===== src/rtl/move_sequencer_if.sv =====
`timescale 1ns/1ps
`default_nettype none
// ============================================================================
// Module   : move_sequencer_if
// Purpose  : Selection, validator and board signals of the move sequencer.
// Revision : 1.0 - initial release
// ============================================================================
interface move_sequencer_if;
    typedef logic [7:0][7:0][3:0] board_t;

    logic       sel_valid;
    logic [2:0] sel_x;
    logic [2:0] sel_y;
    logic       cancel;
    logic       move_ok;
    board_t     board_next;

    logic [2:0] old_x;
    logic [2:0] old_y;
    logic [2:0] new_x;
    logic [2:0] new_y;
    logic [3:0] piece_type;
    board_t     board;
    logic       white_turn;
    logic       busy;
    logic       move_done;
    logic       move_rejected;
    logic       game_over;

    modport master (
        output sel_valid, sel_x, sel_y, cancel, move_ok, board_next,
        input  old_x, old_y, new_x, new_y, piece_type, board,
        input  white_turn, busy, move_done, move_rejected, game_over
    );

    modport slave (
        input  sel_valid, sel_x, sel_y, cancel, move_ok, board_next,
        output old_x, old_y, new_x, new_y, piece_type, board,
        output white_turn, busy, move_done, move_rejected, game_over
    );
endinterface
`default_nettype wire


===== src/rtl/move_sequencer.sv =====
`timescale 1ns/1ps
`default_nettype none
// ============================================================================
// Module   : move_sequencer
// Purpose  : Turn-ordered move collection, validator hand-off and board commit.
// Revision : 1.0 - initial release
// ============================================================================
module move_sequencer #(
    parameter int SETTLE_CYCLES = 1,
    parameter bit START_WHITE   = 1'b1
) (
    input wire            CLOCK_50,
    input wire            reset_n,
    move_sequencer_if.slave bus
);
    typedef enum logic [1:0] {
        S_SRC   = 2'd0,
        S_DST   = 2'd1,
        S_CHECK = 2'd2,
        S_OVER  = 2'd3
    } state_t;

    // Rows listed y=7 down to y=0; within a row x=7 down to x=0.
    localparam logic [7:0][7:0][3:0] c_INIT_BOARD = {
        {4'd6, 4'd7, 4'd8, 4'd10, 4'd9, 4'd8, 4'd7, 4'd6},
        {8{4'd11}},
        {8{4'hF}}, {8{4'hF}}, {8{4'hF}}, {8{4'hF}},
        {8{4'd5}},
        {4'd0, 4'd1, 4'd2, 4'd4, 4'd3, 4'd2, 4'd1, 4'd0}
    };

    state_t                r_state;
    state_t                w_state_next;
    logic [2:0]            r_cnt;
    logic [7:0][7:0][3:0]  r_board;
    logic                  r_white_turn;
    logic [2:0]            r_old_x, r_old_y, r_new_x, r_new_y;
    logic [3:0]            r_piece_type;
    logic                  r_move_done, r_move_rejected, r_game_over;

    logic [3:0] w_sel_piece;
    logic [3:0] w_dst_piece;
    logic       w_sel_own, w_same_sq, w_settled, w_king_hit;
    logic       w_latch_src, w_latch_dst, w_commit, w_reject;

    assign w_sel_piece = r_board[bus.sel_y][bus.sel_x];
    assign w_dst_piece = r_board[r_new_y][r_new_x];
    assign w_sel_own   = r_white_turn ? (w_sel_piece <= 4'd5)
                                      : (w_sel_piece >= 4'd6 && w_sel_piece <= 4'd11);
    assign w_same_sq   = (bus.sel_x == r_old_x) && (bus.sel_y == r_old_y);
    assign w_settled   = (r_cnt == 3'(SETTLE_CYCLES));
    assign w_king_hit  = (w_dst_piece == 4'd4) || (w_dst_piece == 4'd10);

    always_comb begin
        w_state_next = r_state;
        w_latch_src  = 1'b0;
        w_latch_dst  = 1'b0;
        w_commit     = 1'b0;
        w_reject     = 1'b0;
        case (r_state)
            S_SRC: begin
                if (bus.sel_valid) begin
                    if (w_sel_own) begin
                        w_latch_src  = 1'b1;
                        w_state_next = S_DST;
                    end else begin
                        w_reject = 1'b1;
                    end
                end
            end
            S_DST: begin
                if (bus.cancel) begin
                    w_state_next = S_SRC;
                end else if (bus.sel_valid) begin
                    if (w_same_sq) begin
                        w_state_next = S_SRC;
                    end else if (w_sel_own) begin
                        w_latch_src = 1'b1;
                    end else begin
                        w_latch_dst  = 1'b1;
                        w_state_next = S_CHECK;
                    end
                end
            end
            S_CHECK: begin
                // move_ok is only trusted once the validator pipeline has settled.
                if (bus.cancel) begin
                    w_state_next = S_SRC;
                end else if (w_settled) begin
                    if (bus.move_ok) begin
                        w_commit     = 1'b1;
                        w_state_next = w_king_hit ? S_OVER : S_SRC;
                    end else begin
                        w_reject     = 1'b1;
                        w_state_next = S_SRC;
                    end
                end
            end
            S_OVER:  w_state_next = S_OVER;
            default: w_state_next = S_SRC;
        endcase
    end

    always_ff @(posedge CLOCK_50 or negedge reset_n) begin
        if (!reset_n) begin
            r_state         <= S_SRC;
            r_cnt           <= 3'd0;
            r_board         <= c_INIT_BOARD;
            r_white_turn    <= START_WHITE;
            r_old_x         <= 3'd0;
            r_old_y         <= 3'd0;
            r_new_x         <= 3'd0;
            r_new_y         <= 3'd0;
            r_piece_type    <= 4'd0;
            r_move_done     <= 1'b0;
            r_move_rejected <= 1'b0;
            r_game_over     <= 1'b0;
        end else begin
            r_state         <= w_state_next;
            r_cnt           <= (r_state == S_CHECK) ? r_cnt + 3'd1 : 3'd0;
            r_move_done     <= w_commit;
            r_move_rejected <= w_reject;
            if (w_latch_src) begin
                r_old_x      <= bus.sel_x;
                r_old_y      <= bus.sel_y;
                r_piece_type <= w_sel_piece;
            end
            if (w_latch_dst) begin
                r_new_x <= bus.sel_x;
                r_new_y <= bus.sel_y;
            end
            if (w_commit) begin
                r_board      <= bus.board_next;
                r_white_turn <= ~r_white_turn;
                if (w_king_hit) begin
                    r_game_over <= 1'b1;
                end
            end
        end
    end

    assign bus.old_x         = r_old_x;
    assign bus.old_y         = r_old_y;
    assign bus.new_x         = r_new_x;
    assign bus.new_y         = r_new_y;
    assign bus.piece_type    = r_piece_type;
    assign bus.board         = r_board;
    assign bus.white_turn    = r_white_turn;
    assign bus.busy          = (r_state == S_CHECK);
    assign bus.move_done     = r_move_done;
    assign bus.move_rejected = r_move_rejected;
    assign bus.game_over     = r_game_over;
endmodule
`default_nettype wire


===== src/flat_wrapper.sv =====
// flat-port wrapper written by rule: the top's interface ports become plain ports
module move_sequencer_flat 
#(
    parameter int SETTLE_CYCLES = 1,
    parameter bit START_WHITE   = 1'b1
)
  (CLOCK_50, reset_n, bus_sel_valid, bus_sel_x, bus_sel_y, bus_cancel, bus_move_ok, bus_board_next, bus_old_x, bus_old_y, bus_new_x, bus_new_y, bus_piece_type, bus_board, bus_white_turn, bus_busy, bus_move_done, bus_move_rejected, bus_game_over);
  move_sequencer_if bus_i ();
  input wire CLOCK_50;
  input wire reset_n;
  input wire logic [$bits(bus_i.sel_valid)-1:0] bus_sel_valid;
  input wire logic [$bits(bus_i.sel_x)-1:0] bus_sel_x;
  input wire logic [$bits(bus_i.sel_y)-1:0] bus_sel_y;
  input wire logic [$bits(bus_i.cancel)-1:0] bus_cancel;
  input wire logic [$bits(bus_i.move_ok)-1:0] bus_move_ok;
  input wire logic [$bits(bus_i.board_next)-1:0] bus_board_next;
  output wire logic [$bits(bus_i.old_x)-1:0] bus_old_x;
  output wire logic [$bits(bus_i.old_y)-1:0] bus_old_y;
  output wire logic [$bits(bus_i.new_x)-1:0] bus_new_x;
  output wire logic [$bits(bus_i.new_y)-1:0] bus_new_y;
  output wire logic [$bits(bus_i.piece_type)-1:0] bus_piece_type;
  output wire logic [$bits(bus_i.board)-1:0] bus_board;
  output wire logic [$bits(bus_i.white_turn)-1:0] bus_white_turn;
  output wire logic [$bits(bus_i.busy)-1:0] bus_busy;
  output wire logic [$bits(bus_i.move_done)-1:0] bus_move_done;
  output wire logic [$bits(bus_i.move_rejected)-1:0] bus_move_rejected;
  output wire logic [$bits(bus_i.game_over)-1:0] bus_game_over;
  assign bus_i.sel_valid = bus_sel_valid;
  assign bus_i.sel_x = bus_sel_x;
  assign bus_i.sel_y = bus_sel_y;
  assign bus_i.cancel = bus_cancel;
  assign bus_i.move_ok = bus_move_ok;
  assign bus_i.board_next = bus_board_next;
  assign bus_old_x = bus_i.old_x;
  assign bus_old_y = bus_i.old_y;
  assign bus_new_x = bus_i.new_x;
  assign bus_new_y = bus_i.new_y;
  assign bus_piece_type = bus_i.piece_type;
  assign bus_board = bus_i.board;
  assign bus_white_turn = bus_i.white_turn;
  assign bus_busy = bus_i.busy;
  assign bus_move_done = bus_i.move_done;
  assign bus_move_rejected = bus_i.move_rejected;
  assign bus_game_over = bus_i.game_over;
  move_sequencer #(.SETTLE_CYCLES(SETTLE_CYCLES), .START_WHITE(START_WHITE)) u_core (.CLOCK_50(CLOCK_50), .reset_n(reset_n), .bus(bus_i));
endmodule

===== config.mk =====
export PLATFORM = sky130hd
export DESIGN_NAME = move_sequencer_flat
export DESIGN_NICKNAME = d
export VERILOG_FILES = /design/src/rtl/move_sequencer_if.sv /design/src/rtl/move_sequencer.sv /design/src/flat_wrapper.sv
export SDC_FILE = /design/constraint.sdc
export NUM_CORES = 1
export LEC_CHECK = 0
export ABC_AREA = 1
export BUFFER_PORTS_ARGS = -buffer_cell sky130_fd_sc_hd__buf_2
export CAP_MARGIN = 15
export CORE_AREA = 2 2 210 212
export DETAILED_ROUTE_END_ITERATION = 16
export DIE_AREA = 0 0 212 214
export PLACE_DENSITY = 0.71
export SLEW_MARGIN = 20
export SYNTH_ARGS = -nofsm -noshare
export SYNTH_HDL_FRONTEND = slang
export SYNTH_SLANG_ARGS = --single-unit

===== constraint.sdc =====
create_clock -name CLOCK_50 -period 2.7 [get_ports CLOCK_50]
set_clock_uncertainty 0.15 [all_clocks]
set_input_delay 0.135 -clock CLOCK_50 [delete_from_list [all_inputs] [get_ports CLOCK_50]]
set_output_delay 0.135 -clock CLOCK_50 [all_outputs]
set_load 0.005 [all_outputs]

==> flow_summary_export.csv <==
group,metric,value,unit
cells_and_area,num-fill-cells,3840,
clocking,tritoncts,"yes",
global_routing,grt_antenna_before_repair,4,
floorplanning,io_pins,544,
global_routing,grt_usage,33.3,%
cells_and_area,register_area,7280,um2
route,wirelength,78400,um
floorplanning,dieArea,45400,um2
floorplanning,dieHeight,214,um
timing,fin_crit_sh,93.0,%
yosys,synth_cell_types,27,
job,drv_cap,0,
global_routing,grt.overflow.total,0,
placement,pre_cts_ws,-0.184,ns
global_routing,grt_pass1_wl,117000,um
clocking,cts_root_buffer,"clkbuf_16",
placement,dpl-instance-area,19600,um2
yosys,syn_inst,2410,
status,status,"completed",
pwr,clockPowerShare,26.1,%
critical_path,crit_path_start_kind,"flip-flop",
route,dr.pass1.iters,6,
yosys,synthAdderAreaFrac,0.156,%
critical_path,ff2ff_path_depth,14,
critical_path,cp.buffers_inverters,0,
route,vias,19856,
timing,setup_ws,0.189,ns
timing,fin_hold_ws,0.0341,ns
yosys,yosysSeqAreaShare,45.4,%
placement,gp_congestion,0.883,
timing,worst_slew_pin_slew,0.793,ns
cells_and_area,drive_gt1_share,27.9,%
route,drt-initial-drc-count,2699,
pwr,swShare,39.4,%
critical_path,cp-end-kind,"flip-flop",
min_path,holdCritPathClass,"input port to asynchronous set/reset pin",
critical_path,cp_common_cell,"nand2_1",
critical_path,crit_arrival,2.82,ns
placement,dpl.hpwl,52600,um
yosys,syn_nets,2679,
timing,hold_viol_final,0,
critical_path,worstPathCellList,"nand2_1, nand3_1, nand3_1, nand2_1, nand2_1, nand3_1, nand3_1, nand2_1, nand2_1, nand3_1, nand2_2, or2_4, nand2_1, o21ai_1",
cells_and_area,multi_input_comb_area,8000,um2
timing,slew_headroom,47.1,%
yosys,yosys_warnings,0,
pwr,vdd_drop_max,0.000468,V
yosys,avgSynthCellArea,6.64,um2
route,detail-route-antenna-nets,0,
global_routing,grt_pass1_vias,19325,
cells_and_area,final_cell_area,23600,um2
timing,rsz0062_at_grt,"no",
critical_path,rr_endpoint,"u_core.bus.old_y[2]$_DFFE_PN0P_",
yosys,synthMuxAreaShare,0,%
yosys,synth-simple-area-share,46.0,%
yosys,syn-cell-area,16000,um2
timing,slew_viol_final,0,
global_routing,grt_max_degree,144,
clocking,clkTransAtPathRegs,0.06,ns
pwr,power.density,744,nW/um2
yosys,synth_compound_area_share,2.94,%
placement,io_buffers,543,
critical_path,cp_max_fo,10,
clocking,cts_buffers,31,
pwr,p_leak,12.3,nW
floorplanning,core,42900,um2
timing,setup_viol,0,
yosys,synth_top_family_by_area,"simple AND/OR/NAND/NOR gates",
critical_path,slowest_stage,"dfstp_2",
critical_path,cp_top_family,"simple AND/OR/NAND/NOR gates",
cells_and_area,syn2layout_area_growth,47.6,%
yosys,synthXorXnorAreaFrac,0.383,%
timing,tns,0,ns
timing,finalCriticalPeriod,2.51,ns
pwr,power_frac_comb,38.6,%
pwr,p_int,10.7,mW
route,viasPerCell,5.26,
yosys,synth_seq_cells,281,
route,wire_per_inst,20.8,um
floorplanning,die_x,212,um
cells_and_area,nets,3433,
clocking,clockBufferDepth,3,
critical_path,r2r_slack,0.19,ns
pwr,p_seq_share,35.3,%
clocking,clk_latency,0.58,ns
floorplanning,start_util,37.3,%
timing,fmax,0.398,GHz
critical_path,setup.worst_path.class,"flip-flop to flip-flop",
route,drc_errors,0,
critical_path,critPathRequiredTime,3.01,ns
clocking,numClockSinks,281,
clocking,htreeDepth,1,
critical_path,slowest_delay,0.67,ns
cells_and_area,stdcell_count,3776,
floorplanning,rows,76,
critical_path,timing.rr.start,"u_core.bus.board[174]$_DFFE_PN1P_",
placement,dp.cells,3441,
pwr,p_switching,6.92,mW
[logic make-up (layout without fill, tap and decap cells)]
logic type / Yosys count / after routing
AOI/OAI and AO/OA: 85 / 85
xor gates and xnor gates: 7 / 7
adders and majority gates: 2 / 2
buffers and inverters: 200 / 976
DFF: 281 / 281
other: 0 / 4
and+or+nand+nor: 1835 / 1836
[worst max path at each step]
stage / startpoint / endpoint / cells after the start / slack (ns)
after floorplan: u_core.bus.new_y[0]$_DFFE_PN0P_ / u_core.r_state[1]$_DFFE_PN0P_ / 18 / 0.53
after global placement: bus_sel_y[0] / u_core.bus.piece_type[3]$_DFFE_PN0P_ / 18 / -0.22
after detailed placement: bus_sel_y[0] / u_core.bus.old_y[1]$_DFFE_PN0P_ / 18 / -0.18
after CTS: u_core.bus.board[193]$_DFFE_PN1P_ / u_core.bus.old_y[2]$_DFFE_PN0P_ / 14 / 0.07
after global routing: u_core.bus.board[182]$_DFFE_PN1P_ / u_core.bus.old_x[2]$_DFFE_PN0P_ / 14 / 0.002
final: u_core.bus.board[174]$_DFFE_PN1P_ / u_core.bus.old_y[2]$_DFFE_PN0P_ / 14 / 0.19
[sequential cells by signal (all words and copies together) (netlist names), 2 cells and up]
name	cells
u_core.bus.old_y	3
u_core.bus.old_x	3
u_core.bus.new_x	3
u_core.bus.new_y	3
u_core.bus.board	256
u_core.r_cnt	3
u_core.bus.piece_type	4
u_core.r_state	2
[layer usage]
layer / track usage (%) / share of wire (%) / up-vias
met5: 0 / 0 / -
met4: 11.0 / 3.7 / 0
met3: 5.85 / 9.5 / 189
met2: 53.7 / 46 / 1223
met1: 45.1 / 41 / 9328
li1: - / - / 9116
[cells in the mapped netlist]
library cell	number	area, um2
nand2_1	1404	5270
nand4_1	1	6.26
buf_1	14	52.6
ha_1	2	25.0
a21o_1	1	7.51
buf_2	53	265
o221ai_1	2	17.5
xnor2_1	3	26.3
clkbuf_1	98	368
inv_1	29	109
o22ai_1	17	106
o211ai_1	3	22.5
nor2_1	53	199
clkinv_1	4	15.0
o32ai_1	1	8.76
or2_2	1	6.26
o31ai_1	1	7.51
dfstp_2	192	5040
nor4_1	1	6.26
nand3_1	374	1870
o21ai_1	10	50.1
inv_2	2	7.51
or2_1	1	6.26
xor2_1	4	35.0
dfrtp_1	89	2230
a21oi_1	1	5.00
o21ai_0	49	245
[layout make-up]
type	instances	area share (%)
tap	585	3.10
multi-input combinational	1930	33.9
antenna	4	0.0424
clock inverter	14	0.852
inverter	35	0.651
timing repair buffer	885	26.9
sequential	281	30.8
clock buffer	42	3.76
[metrics by stage]
stage	power, mW	util, %
2_1_floorplan	9.15	-
3_3_place_gp	12.0	45.7
3_5_place_dp	12.1	45.7
4_1_cts	17.0	54.4
5_1_grt	18.5	55.1
6_report	17.6	55.1
[cells in the final DEF (no fill, tap or decap), types with 3 or more instances in the layout]
cell,n
clkbuf_1,5
nor2_1,53
nand2_1,1399
xnor2_1,3
nand3_2,8
buf_2,540
clkinv_1,3
inv_1,27
buf_12,20
clkbuf_16,37
o21ai_1,12
xor2_1,4
dfstp_2,192
diode_2,4
dfrtp_1,86
o211ai_1,3
bufinv_16,5
dlygate4sd3_1,265
nand3_1,365
o21ai_0,47
clkbuf_8,5
clkinv_2,7
buf_16,3
buf_4,50
o22ai_1,17
nand2_2,4
[power by group through the flow]
stage          registers [mW]  clock network (mW)  logic (mW)
6_report                 6.21                4.58        6.79
3_3_place_gp             6.22                   0        5.80
4_1_cts                  6.17                4.64        6.22
3_5_place_dp             6.22                   0        5.89
5_1_grt                  6.30                4.81        7.38
2_1_floorplan            5.88                   0        3.27
[repair_timing]
action | CTS | global route
pin swaps | 0 | 3
cloned | 0 | 6
hold buffers | 265 | 0
buffers inserted | 0 | 4
endpoints found under the setup margin | 14 | 19
gates resized for setup | 4 | 25
endpoints found under the hold margin | 388 | 0
Power figures use the tool's default switching activity.
